`src/rtl/mem_bus_arbiter.sv`:
```
// Two-master round-robin arbiter for a single word-wide memory port.
// The winning access is registered onto the strobed memory bus and completes with a one-cycle ack.
module mem_bus_arbiter #(
    parameter int ADDR_W  = 30,
    parameter int DATA_W  = 32,
    parameter int TIMEOUT = 15
) (
    input  logic              clk,
    input  logic              reset,
    input  logic              m0_req,
    input  logic [ADDR_W-1:0] m0_addr,
    input  logic              m0_rw,
    input  logic [DATA_W-1:0] m0_wr_data,
    output logic              m0_ack,
    output logic [DATA_W-1:0] m0_rd_data,
    input  logic              m1_req,
    input  logic [ADDR_W-1:0] m1_addr,
    input  logic              m1_rw,
    input  logic [DATA_W-1:0] m1_wr_data,
    output logic              m1_ack,
    output logic [DATA_W-1:0] m1_rd_data,
    output logic              err,
    output logic              busy,
    output logic              as_,
    output logic              rw,
    output logic [ADDR_W-1:0] addr,
    output logic [DATA_W-1:0] wr_data,
    input  logic [DATA_W-1:0] rd_data,
    input  logic              rdy_
);

    typedef enum logic [1:0] {
        IDLE = 2'd0,
        ACC0 = 2'd1,
        ACC1 = 2'd2
    } state_t;

    localparam logic [7:0] LAST_WAIT = 8'(TIMEOUT - 1);

    state_t            state_q, state_d;
    logic              as_d, rw_d, err_d;
    logic              m0_ack_d, m1_ack_d;
    logic [ADDR_W-1:0] addr_d;
    logic [DATA_W-1:0] wr_data_d, m0_rd_d, m1_rd_d;
    logic              last_q, last_d;   // 0: M0 won last, 1: M1 won last
    logic [7:0]        cnt_q, cnt_d;
    logic              elig0, elig1, pick1;

    // A requester whose ack is high this cycle is still showing the request it was just served for.
    assign elig0 = m0_req & ~m0_ack;
    assign elig1 = m1_req & ~m1_ack;
    assign pick1 = elig1 & (~elig0 | ~last_q);
    assign busy  = (state_q != IDLE);

    always_comb begin
        state_d   = state_q;
        as_d      = as_;
        rw_d      = rw;
        addr_d    = addr;
        wr_data_d = wr_data;
        m0_ack_d  = 1'b0;
        m1_ack_d  = 1'b0;
        m0_rd_d   = m0_rd_data;
        m1_rd_d   = m1_rd_data;
        err_d     = 1'b0;
        last_d    = last_q;
        cnt_d     = cnt_q;
        case (state_q)
            IDLE: begin
                if (elig0 | elig1) begin
                    as_d  = 1'b0;
                    cnt_d = 8'd0;
                    if (pick1) begin
                        addr_d    = m1_addr;
                        rw_d      = m1_rw;
                        wr_data_d = m1_wr_data;
                        last_d    = 1'b1;
                        state_d   = ACC1;
                    end else begin
                        addr_d    = m0_addr;
                        rw_d      = m0_rw;
                        wr_data_d = m0_wr_data;
                        last_d    = 1'b0;
                        state_d   = ACC0;
                    end
                end
            end
            ACC0, ACC1: begin
                if (!rdy_ || cnt_q == LAST_WAIT) begin
                    // Ready wins over timeout when both land in the same cycle.
                    as_d    = 1'b1;
                    rw_d    = 1'b1;
                    err_d   = rdy_;
                    state_d = IDLE;
                    if (state_q == ACC1) begin
                        m1_ack_d = 1'b1;
                        m1_rd_d  = rdy_ ? '0 : rd_data;
                    end else begin
                        m0_ack_d = 1'b1;
                        m0_rd_d  = rdy_ ? '0 : rd_data;
                    end
                end else begin
                    cnt_d = cnt_q + 8'd1;
                end
            end
            default: begin
                as_d    = 1'b1;
                rw_d    = 1'b1;
                state_d = IDLE;
            end
        endcase
    end

    always_ff @(posedge clk) begin
        if (reset) begin
            state_q    <= IDLE;
            as_        <= 1'b1;
            rw         <= 1'b1;
            addr       <= '0;
            wr_data    <= '0;
            m0_ack     <= 1'b0;
            m1_ack     <= 1'b0;
            m0_rd_data <= '0;
            m1_rd_data <= '0;
            err        <= 1'b0;
            last_q     <= 1'b0;
            cnt_q      <= 8'd0;
        end else begin
            state_q    <= state_d;
            as_        <= as_d;
            rw         <= rw_d;
            addr       <= addr_d;
            wr_data    <= wr_data_d;
            m0_ack     <= m0_ack_d;
            m1_ack     <= m1_ack_d;
            m0_rd_data <= m0_rd_d;
            m1_rd_data <= m1_rd_d;
            err        <= err_d;
            last_q     <= last_d;
            cnt_q      <= cnt_d;
        end
    end

endmodule

```
`config.mk`:
```
export PLATFORM = sky130hd
export DESIGN_NAME = mem_bus_arbiter
export DESIGN_NICKNAME = d
export VERILOG_FILES = /design/src/rtl/mem_bus_arbiter.sv
export SDC_FILE = /design/constraint.sdc
export NUM_CORES = 1
export LEC_CHECK = 0
export ABC_AREA = 0
export ABC_CLOCK_PERIOD_IN_PS = 3900
export CAP_MARGIN = 20
export CORE_ASPECT_RATIO = 1.75
export CORE_MARGIN = 2
export CORE_UTILIZATION = 44
export DETAILED_ROUTE_END_ITERATION = 10
export PLACE_DENSITY = 0.92
export SETUP_SLACK_MARGIN = 0.2
export SYNTH_ARGS = -nofsm -noshare
export SYNTH_HDL_FRONTEND = slang
export SYNTH_SLANG_ARGS = --single-unit
```
`constraint.sdc`:
```
create_clock -name clk -period 3.9 [get_ports clk]
set_input_delay 1.17 -clock clk [delete_from_list [all_inputs] [get_ports clk]]
set_output_delay 1.17 -clock clk [all_outputs]
set_load 0.02 [all_outputs]
```
---- Word-level counts from Yosys, hierarchy flattened ----
Index checks and enable logic that the tools add are counted.
operators by class
  add/sub/neg operators ................... 1
  equality and inequality tests ........... 6
  muxes and demuxes ....................... 19
  bitwise operators ....................... 12
  reduce and logical (&&, ||, !) cells .... 12
operator list
  operator                                              count
  two-way mux 32 bit                                    2
  two-way mux 30 bit                                    1
  two-way mux 8 bit                                     2
  one-hot mux 8 bit (2 select lines)                    1
  AND reduction 3 bit                                   3
  adder 8 x 1 -> 8 bit (second input constant)          1
  equality test 8 x 4 -> 1 bit (second input constant)  1
  two-way mux 1 bit                                     7
  inverter 1 bit                                        7
  two-way mux 2 bit                                     3
  != test 2 bit (second input constant)                 3
  one-hot mux 1 bit (2 select lines)                    2
  one-hot mux 2 bit (2 select lines)                    1
  AND reduction 2 bit                                   2
  nonzero test 2 bit                                    2
  bitwise AND 1 bit                                     3
  OR reduction 3 bit                                    1
  equality test 2 x 1 -> 1 bit (second input constant)  1
  equality test 2 bit (second input constant)           1
  zero test 2 bit                                       1
  OR 1 bit                                              2
  OR reduction 2 bit                                    1
  zero test 1 bit                                       1
  logical OR 1 bit                                      1
storage, ports and cells
  register bits ........................... 142
  word-level logic and storage cells ...... 62

---- Longest topological paths before layout ----
Gate-level depths: netlist (run 1).
  depth in word-level cells ............... 8
  mapped depth ............................ 8

---- Least setup slack after synthesis (run 1) ----
Ideal clock, no wire load.
  path kind ............................... input port to flip-flop
  start point ............................. input m1_req
  end point ............................... register cnt_q[3]
  library setup time ...................... 0.095 ns
  arrival time ............................ 2.309 ns
  required time ........................... 3.805 ns
  path slack .............................. 1.496 ns
  stages on the path ...................... 4
  buffers on the path ..................... 0
  cell sequence ........................... nor2b_1 o32ai_2 or4_1 a221oi_1
between the ends
  cells in the longest elaborated chain, start to end .. 4
ends and longest elaborated chain
  what                                  line  RTL
  start: declaration                    16    input logic m1_req,
  bitwise AND 1 bit                     51    assign elig1 = m1_req & ~m1_ack;
  OR 1 bit                              70    if (elig0 | elig1) begin
  != test 2 bit (no source line)        --
  AND reduction 3 bit (no source line)  --
  end signal: assignment                140   cnt_q <= cnt_d;
  end: declaration                      46    logic [7:0] cnt_q, cnt_d;
No other way between the ends.
A chain may end at the register's enable or synchronous reset.

---- Worst setup path in the final report (run 1) ----
  start point ............................. register state_q[0]
  end point ............................... output busy
between the ends
  cells in the longest elaborated chain, start to end .. 1
ends and longest elaborated chain
  what                      line  RTL
  start: declaration        40    state_t state_q, state_d;
  start signal: assignment  129   state_q <= state_d;
  nonzero test 2 bit        53    assign busy = (state_q != IDLE);
  end: declaration          23    output logic busy,
No other way between the ends.

==> metrics.csv, run 1 <==
metric,value,unit
crit_arrival,1.93,ns
slew_violations,0,
grt_pass1_wl,29.7,mm
p_clk_share,35.4,%
synthCells,691,
timing.fmax,0.323,GHz
drv_cap,0,
clock-skew-final,0.0138,ns
initial_utilization,45.0,%
io_pins,295,
hp-class,register to register,
num_antenna_cells,0,
firstDrtPassIters,5,
die_y,159,um
finalSetupTns,0,ns
drive_gt1_share,5.27,%
fin_crit_sh,79.4,%
hold_ws,0.459,ns
switching_share,30.7,%
startpoint_type,register,
status,finished clean,
crit_path_end_kind,output port,
fillCellCount,982,
yosysWarnings,0,
grt_setup_unrepaired,false,
p_leak,3.94,nW
final_util,71.7,%
worstPathRequired,2.73,ns
layout_min_cycle_time,3.10,ns
clk_latency,0.41,ns
cts_sinks,142,
hold_viol,0,
drt_iter0_markers,368,
h-tree-depth,4,
cts_resized,0,
seqPwrFrac,38.8,%
post_cts_buffers,0,
ant_nets,0,
dieArea,14800,sq um
cts_root_buffer,clkbuf_16,
path_clk_slew,0.06,ns
yosysUniqueCellTypes,44,
vdd_drop_max,0.331,mV
place_hpwl,13.2,mm
port-buffer-count,294,
grt_overflow,0,
synth_seq_cells,142,
area_growth,59.2,%
totalWireLength,18.4,mm
rows,56,
core,13500,sq um
drcViolationCount,0,
fin_nets,1122,
place.gp.congestion,0.857,
worst-r2r-setup-slack,1.65,ns
viasPerCell,5.23,
grt_pass1_vias,6056,
ys_seq_area_share,46.9,%
clk_path_buf_depth,2,
syn_area,6060,sq um
fp.dieW,92.7,um
antenna_found_initial,0,
tightest_slew,0.833,ns
routedWlPerCell,16.1,um
via_count,5967,
cts-hold-fix-buffers,0,
internal_power,2.95,mW
combPwrFrac,25.8,%
grt_max_degree,79,
synth_nets,858,
p_per_area,441,nW/um^2
crit_type,register to output port,
cts_tree,done,
synth_area_per_cell,8.77,sq um
power_switching,1.31,mW
cp_max_fo,5,
setup_viol,0,
grt_use_total,25.1,%
relSlewSlack,44.5,%
numCtsBuffers,17,
layer usage:
metal  GRT usage [%]  up-vias  routed length, um
li1                -     2946                  -
met1            26.4     2715               6740
met2            46.2      264               9860
met3            5.82       42               1190
met4            11.8        0                649
met5               0        -                  0
layout by cell type, fill, tap and decap left out, types with 2 or more instances in the layout:
master / instances
nand3_1: 6
nor2b_1: 2
clkinv_4: 2
mux2i_1: 64
o31ai_1: 4
a311oi_1: 64
inv_1: 9
buf_4: 3
a221oi_1: 2
nand2_1: 191
clkinvlp_4: 3
nor2_1: 67
inv_8: 3
nand4b_1: 2
a21oi_4: 2
a21oi_1: 7
nand3b_1: 32
o21ai_0: 6
or4_1: 4
inv_6: 5
dfxtp_1: 142
a21o_1: 2
nand2b_1: 2
buf_12: 5
o21ai_4: 2
clkbuf_16: 17
ha_1: 4
clkdlybuf4s50_1: 293
through the flow:
stage | instance area, sq um | total power [mW] | cells | setup slack (ns)
floorplan | 6060 | 2.24 | 691 | 1.50
global placement | 9090 | 2.76 | 1110 | 0.757
detailed placement | 9090 | 2.78 | 1110 | 0.587
CTS | 9650 | 4.30 | 1142 | 0.773
global route | 9650 | 4.45 | 1142 | 0.676
finish | 9650 | 4.25 | 1142 | 0.802
sequential cells by signal, summed over array words and instances, names as in the netlist:
name,count
state_q,2
as_,1
wr_data,32
rw,1
m1_ack,1
cnt_q,8
m0_rd_data,32
addr,30
m0_ack,1
m1_rd_data,32
err,1
last_q,1
power by group through the flow:
stage | Clock (mW) | Combinational (mW) | Sequential, mW
after floorplan | 0 | 0.419 | 1.83
after global placement | 0 | 1.08 | 1.68
after detailed placement | 0 | 1.10 | 1.68
after CTS | 1.55 | 1.10 | 1.65
after global routing | 1.60 | 1.18 | 1.67
final | 1.51 | 1.10 | 1.65
area by class of cell:
type,instances,area (sq um),area share [%]
tap,174,218,2.26
inverter,10,37.5,0.389
clock inverter,14,123,1.27
multi-input combinational,482,2940,30.4
clock buffer,18,429,4.45
sequential,142,2840,29.5
timing repair buffer,302,3060,31.7
cells by family (layout without fill, tap and decap cells):
group / Yosys count / in the layout / share of synthesized area, %
multiplexers: 64 / 64 / 10.6
flip-flops: 142 / 142 / 46.9
AND/OR/NAND/NOR: 316 / 316 / 23.2
AO/OA/AOI/OAI: 98 / 98 / 13.3
adder cells (fa/ha/maj): 4 / 4 / 0.826
buffers and inverters: 67 / 344 / 5.18
final timing paths:
path / start / to / depth (start not counted)
min: m1_rd_data[31] / m1_rd_data[31] / 2
max reg2reg: state_q[0] / cnt_q[7] / 6
min reg2reg: m1_rd_data[31] / m1_rd_data[31] / 2
max: state_q[0] / busy / 4
cell usage after synthesis (all sizes together):
cell     instances  share of area, %
a21o             2              0.25
a21oi            9              0.74
a221o            1              0.17
a221oi           2              0.29
a2bb2oi          1              0.14
a311oi          64               9.3
a31oi            1              0.10
and2             1              0.14
and2b            1              0.12
and4             1              0.14
buf             15               2.0
clkbuf          42               2.6
clkinv           1             0.062
dfxtp          142                47
ha               4              0.83
inv              9              0.56
mux2i           64                11
nand2          191                12
nand2b           2              0.21
nand3            7              0.78
nand3b          33               4.2
nand4            1              0.10
nand4b           2              0.29
nor2            67               4.2
nor2b            2              0.21
nor3             2              0.35
nor4b            1              0.14
o2111ai          1              0.14
o211ai           1              0.12
o21a             1              0.12
o21ai            9              0.99
o31ai            4              0.50
o32ai            1              0.27
o41a             1              0.19
or3              1              0.10
or4              4              0.50
worst max-delay path: stages, from the launching register on:
cell and delay, ns:
dfxtp_1 0.32, inv_1 0.06, ha_1 0.25, inv_1 0.22, clkdlybuf4s50_1 0.67
No activity file was read; power rests on OpenSTA's default activity.
==> inputs of run 2 (changes only) <==
--- a/config.mk
+++ b/config.mk
@@ -6,13 +6,13 @@
 export NUM_CORES = 1
 export LEC_CHECK = 0
 export ABC_AREA = 0
-export ABC_CLOCK_PERIOD_IN_PS = 3900
+export ABC_CLOCK_PERIOD_IN_PS = 2960
 export CAP_MARGIN = 20
 export CORE_ASPECT_RATIO = 1.75
 export CORE_MARGIN = 2
-export CORE_UTILIZATION = 44
+export CORE_UTILIZATION = 41
 export DETAILED_ROUTE_END_ITERATION = 10
-export PLACE_DENSITY = 0.92
+export PLACE_DENSITY = 0.87
 export SETUP_SLACK_MARGIN = 0.2
 export SYNTH_ARGS = -nofsm -noshare
 export SYNTH_HDL_FRONTEND = slang
==> constraint.sdc (replaced) <==
create_clock -name clk -period 2.96 [get_ports clk]
set_input_delay 0.888 -clock clk [delete_from_list [all_inputs] [get_ports clk]]
set_output_delay 0.888 -clock clk [all_outputs]
set_load 0.02 [all_outputs]
==> run 2 against run 1 <==
- first-iteration DRC count is 47% lower
- clock skew is 0.0033 ns lower
- via count hardly changed
- setup slack worse by 0.35 ns
- sequential share of layout area is 0.63 points lower
- combinational power is 36% higher
- critical endpoint unchanged
- largest power group unchanged
==> metrics.csv, run 2 (same netlist as run 1, synthesis figures left out) <==
metric,value,unit,change
grt_pass1_wl,28.7,mm,-3.3%
critPathSlowestCell,dlygate4sd2_1,,
initial_utilization,42.0,%,-3.1 points
use_met1,24.7,%,-1.7 points
fin_nets,1138,,+1.4%
layout_min_cycle_time,2.51,ns,
drive_gt1_share,6.91,%,+1.6 points
area_growth,62.7,%,
crit_buf_inv,3,,unchanged
grt_overflow,0,,unchanged
grt_pass1_vias,5851,,-3.4%
grt_max_degree,79,,unchanged
cp_common_cell,inv_1,,
drt_iter0_markers,196,,-47%
worstPathRequired,2.07,ns,-0.66 ns
cp_cell_sequence,inv_1 > ha_1 > inv_1 > dlygate4sd2_1,,
cts_root_buffer,clkbuf_16,,
place_hpwl,13.7,mm,+3.3%
critPathMaxStageDelay,0.37,ns,-0.30 ns
relSlewSlack,45.1,%,+0.59 points
drcViolationCount,0,,unchanged
final_cell_mix,"clkdlybuf4s50_1, nand2_1, dfxtp_1",,
layout_commonest_cell,clkdlybuf4s50_1,,
p_per_area,593,nW/um^2,+35%
use_met2,42.3,%,-3.9 points
drv_cap,0,,unchanged
rows,58,,+3.6%
vdd_drop_max,0.327,mV,-1.4%
place.gp.congestion,0.869,,+1.4%
hold_viol,0,,unchanged
routedWlPerCell,15.9,um,-1.7%
ant_nets,0,,unchanged
power.total,5.85,mW,+38%
antenna_found_initial,0,,unchanged
fin_crit_sh,84.7,%,
status,finished clean,,
rr_endpoint,cnt_q[3],,
h-tree-depth,4,,unchanged
fp.dieW,95.9,um,+3.4%
num_antenna_cells,0,,unchanged
ff2ff_path_depth,6,,unchanged
dieArea,15800,sq um,+7.1%
postLayoutSetupSlackWorst,0.452,ns,-0.351 ns
finalSetupTns,0,ns,unchanged
path_clk_slew,0.06,ns,about the same
timing.fmax,0.399,GHz,
crit_family,buffers and inverters,,
core,14400,sq um,+7.3%
clk_path_buf_depth,2,,unchanged
grt_use_total,23.2,%,-1.9 points
die_y,165,um,+3.5%
grt_setup_unrepaired,false,,
clk_latency,0.41,ns,about the same
io_pins,295,,unchanged
tightest_slew,0.824,ns,-0.00887 ns
firstDrtPassIters,4,,-1
hold_end,m0_rd_data[27],,
numCtsBuffers,17,,unchanged
cts_tree,done,,
viasPerCell,5.12,,-1.9%
hold_depth,2,,unchanged
via_count,5964,,-0.050%
cp_max_fo,5,,unchanged
worst-r2r-setup-slack,0.73,ns,-0.92 ns
totalWireLength,18.5,mm,+0.18%
startpoint_type,register,,
clock-skew-final,0.0105,ns,-0.00335 ns
cts-hold-fix-buffers,0,,unchanged
cts_sinks,142,,unchanged
setup_viol,0,,unchanged
port-buffer-count,294,,unchanged
reg_top3,"m0_rd_data: 32 flops, m1_rd_data: 32 flops, wr_data: 32 flops",,
crit_arrival,1.62,ns,-0.31 ns
grt-busiest-layer,met2,,
pre_cts_slack,0.114,ns,-0.473 ns
crit_type,register to output port,,
p_leak,4.07,nW,+3.2%
crit_path_end_kind,output port,,
grt_util_met3,6.57,%,+0.75 points
hold_start,m0_rd_data[27],,
hp-class,register to register,,
slew_violations,0,,unchanged
r2r_start,state_q[1],,
fillCellCount,1140,,+16%
==> run 2: how the worst max path moves through the flow <==
stage	end	startpoint	slack (ns)	cells past startpoint
after CTS	busy	state_q[1]	0.44	4
after floorplan	cnt_q[3]	m1_req	0.84	4
after global placement	cnt_q[7]	m0_req	0.23	5
after detailed placement	cnt_q[3]	m0_req	0.11	5
after global routing	busy	state_q[0]	0.38	4
final	busy	state_q[1]	0.45	4
==> run 2: worst min-delay path, delay by kind of cell (launching register included) <==
kind	cells	cell delay [ns]
flip-flops	1	0.31
AND/OR/NAND/NOR	1	0.05
multiplexers	1	0.05
==> run 2: per-stage QoR <==
| stage | hold WS (ns) | area [sq um] | std cells | util [%] |
|---|---|---|---|---|
| floorplan | 0.450 | 6060 | 691 | - |
| global placement | 0.444 | 9260 | 1132 | 64.1 |
| detailed placement | 0.454 | 9260 | 1132 | 64.1 |
| CTS | 0.463 | 9860 | 1164 | 68.3 |
| global route | 0.474 | 9860 | 1164 | 68.3 |
| finish | 0.460 | 9860 | 1164 | 68.3 |
==> run 2: metal layers <==
metal  share of wire, %  up-vias
met3                7.4       20
met4                1.9        0
met2                 54      233
met5                  0        -
met1                 36     2741
li1                   -     2970
==> run 2: what timing repair did <==
| item | 4_1_cts | 5_1_grt |
|---|---|---|
| endpoints found under the setup margin | 1 | 0 |
| endpoints found under the hold margin | 0 | 0 |
| buffers inserted | 0 | 0 |
| resized for setup | 1 | 0 |
==> run 2: where the power goes <==
group | leakage [nW] | internal (mW) | switching [mW] | total (mW)
logic | 2.61 | 0.739 | 0.764 | 1.50
clock network | 0.296 | 1.28 | 0.895 | 2.17
registers | 1.16 | 2.08 | 0.0933 | 2.18
total | 4.07 | 4.10 | 1.75 | 5.85
==> run 2: final cells by class <==
class	instances	area [sq um]	share of cell area, %
timing repair buffer	318	3220	32.6
sequential	142	2840	28.8
inverter	10	37.5	0.381
tap	180	225	2.28
clock buffer	17	425	4.32
multi-input combinational	482	2940	29.8
clock inverter	15	173	1.75
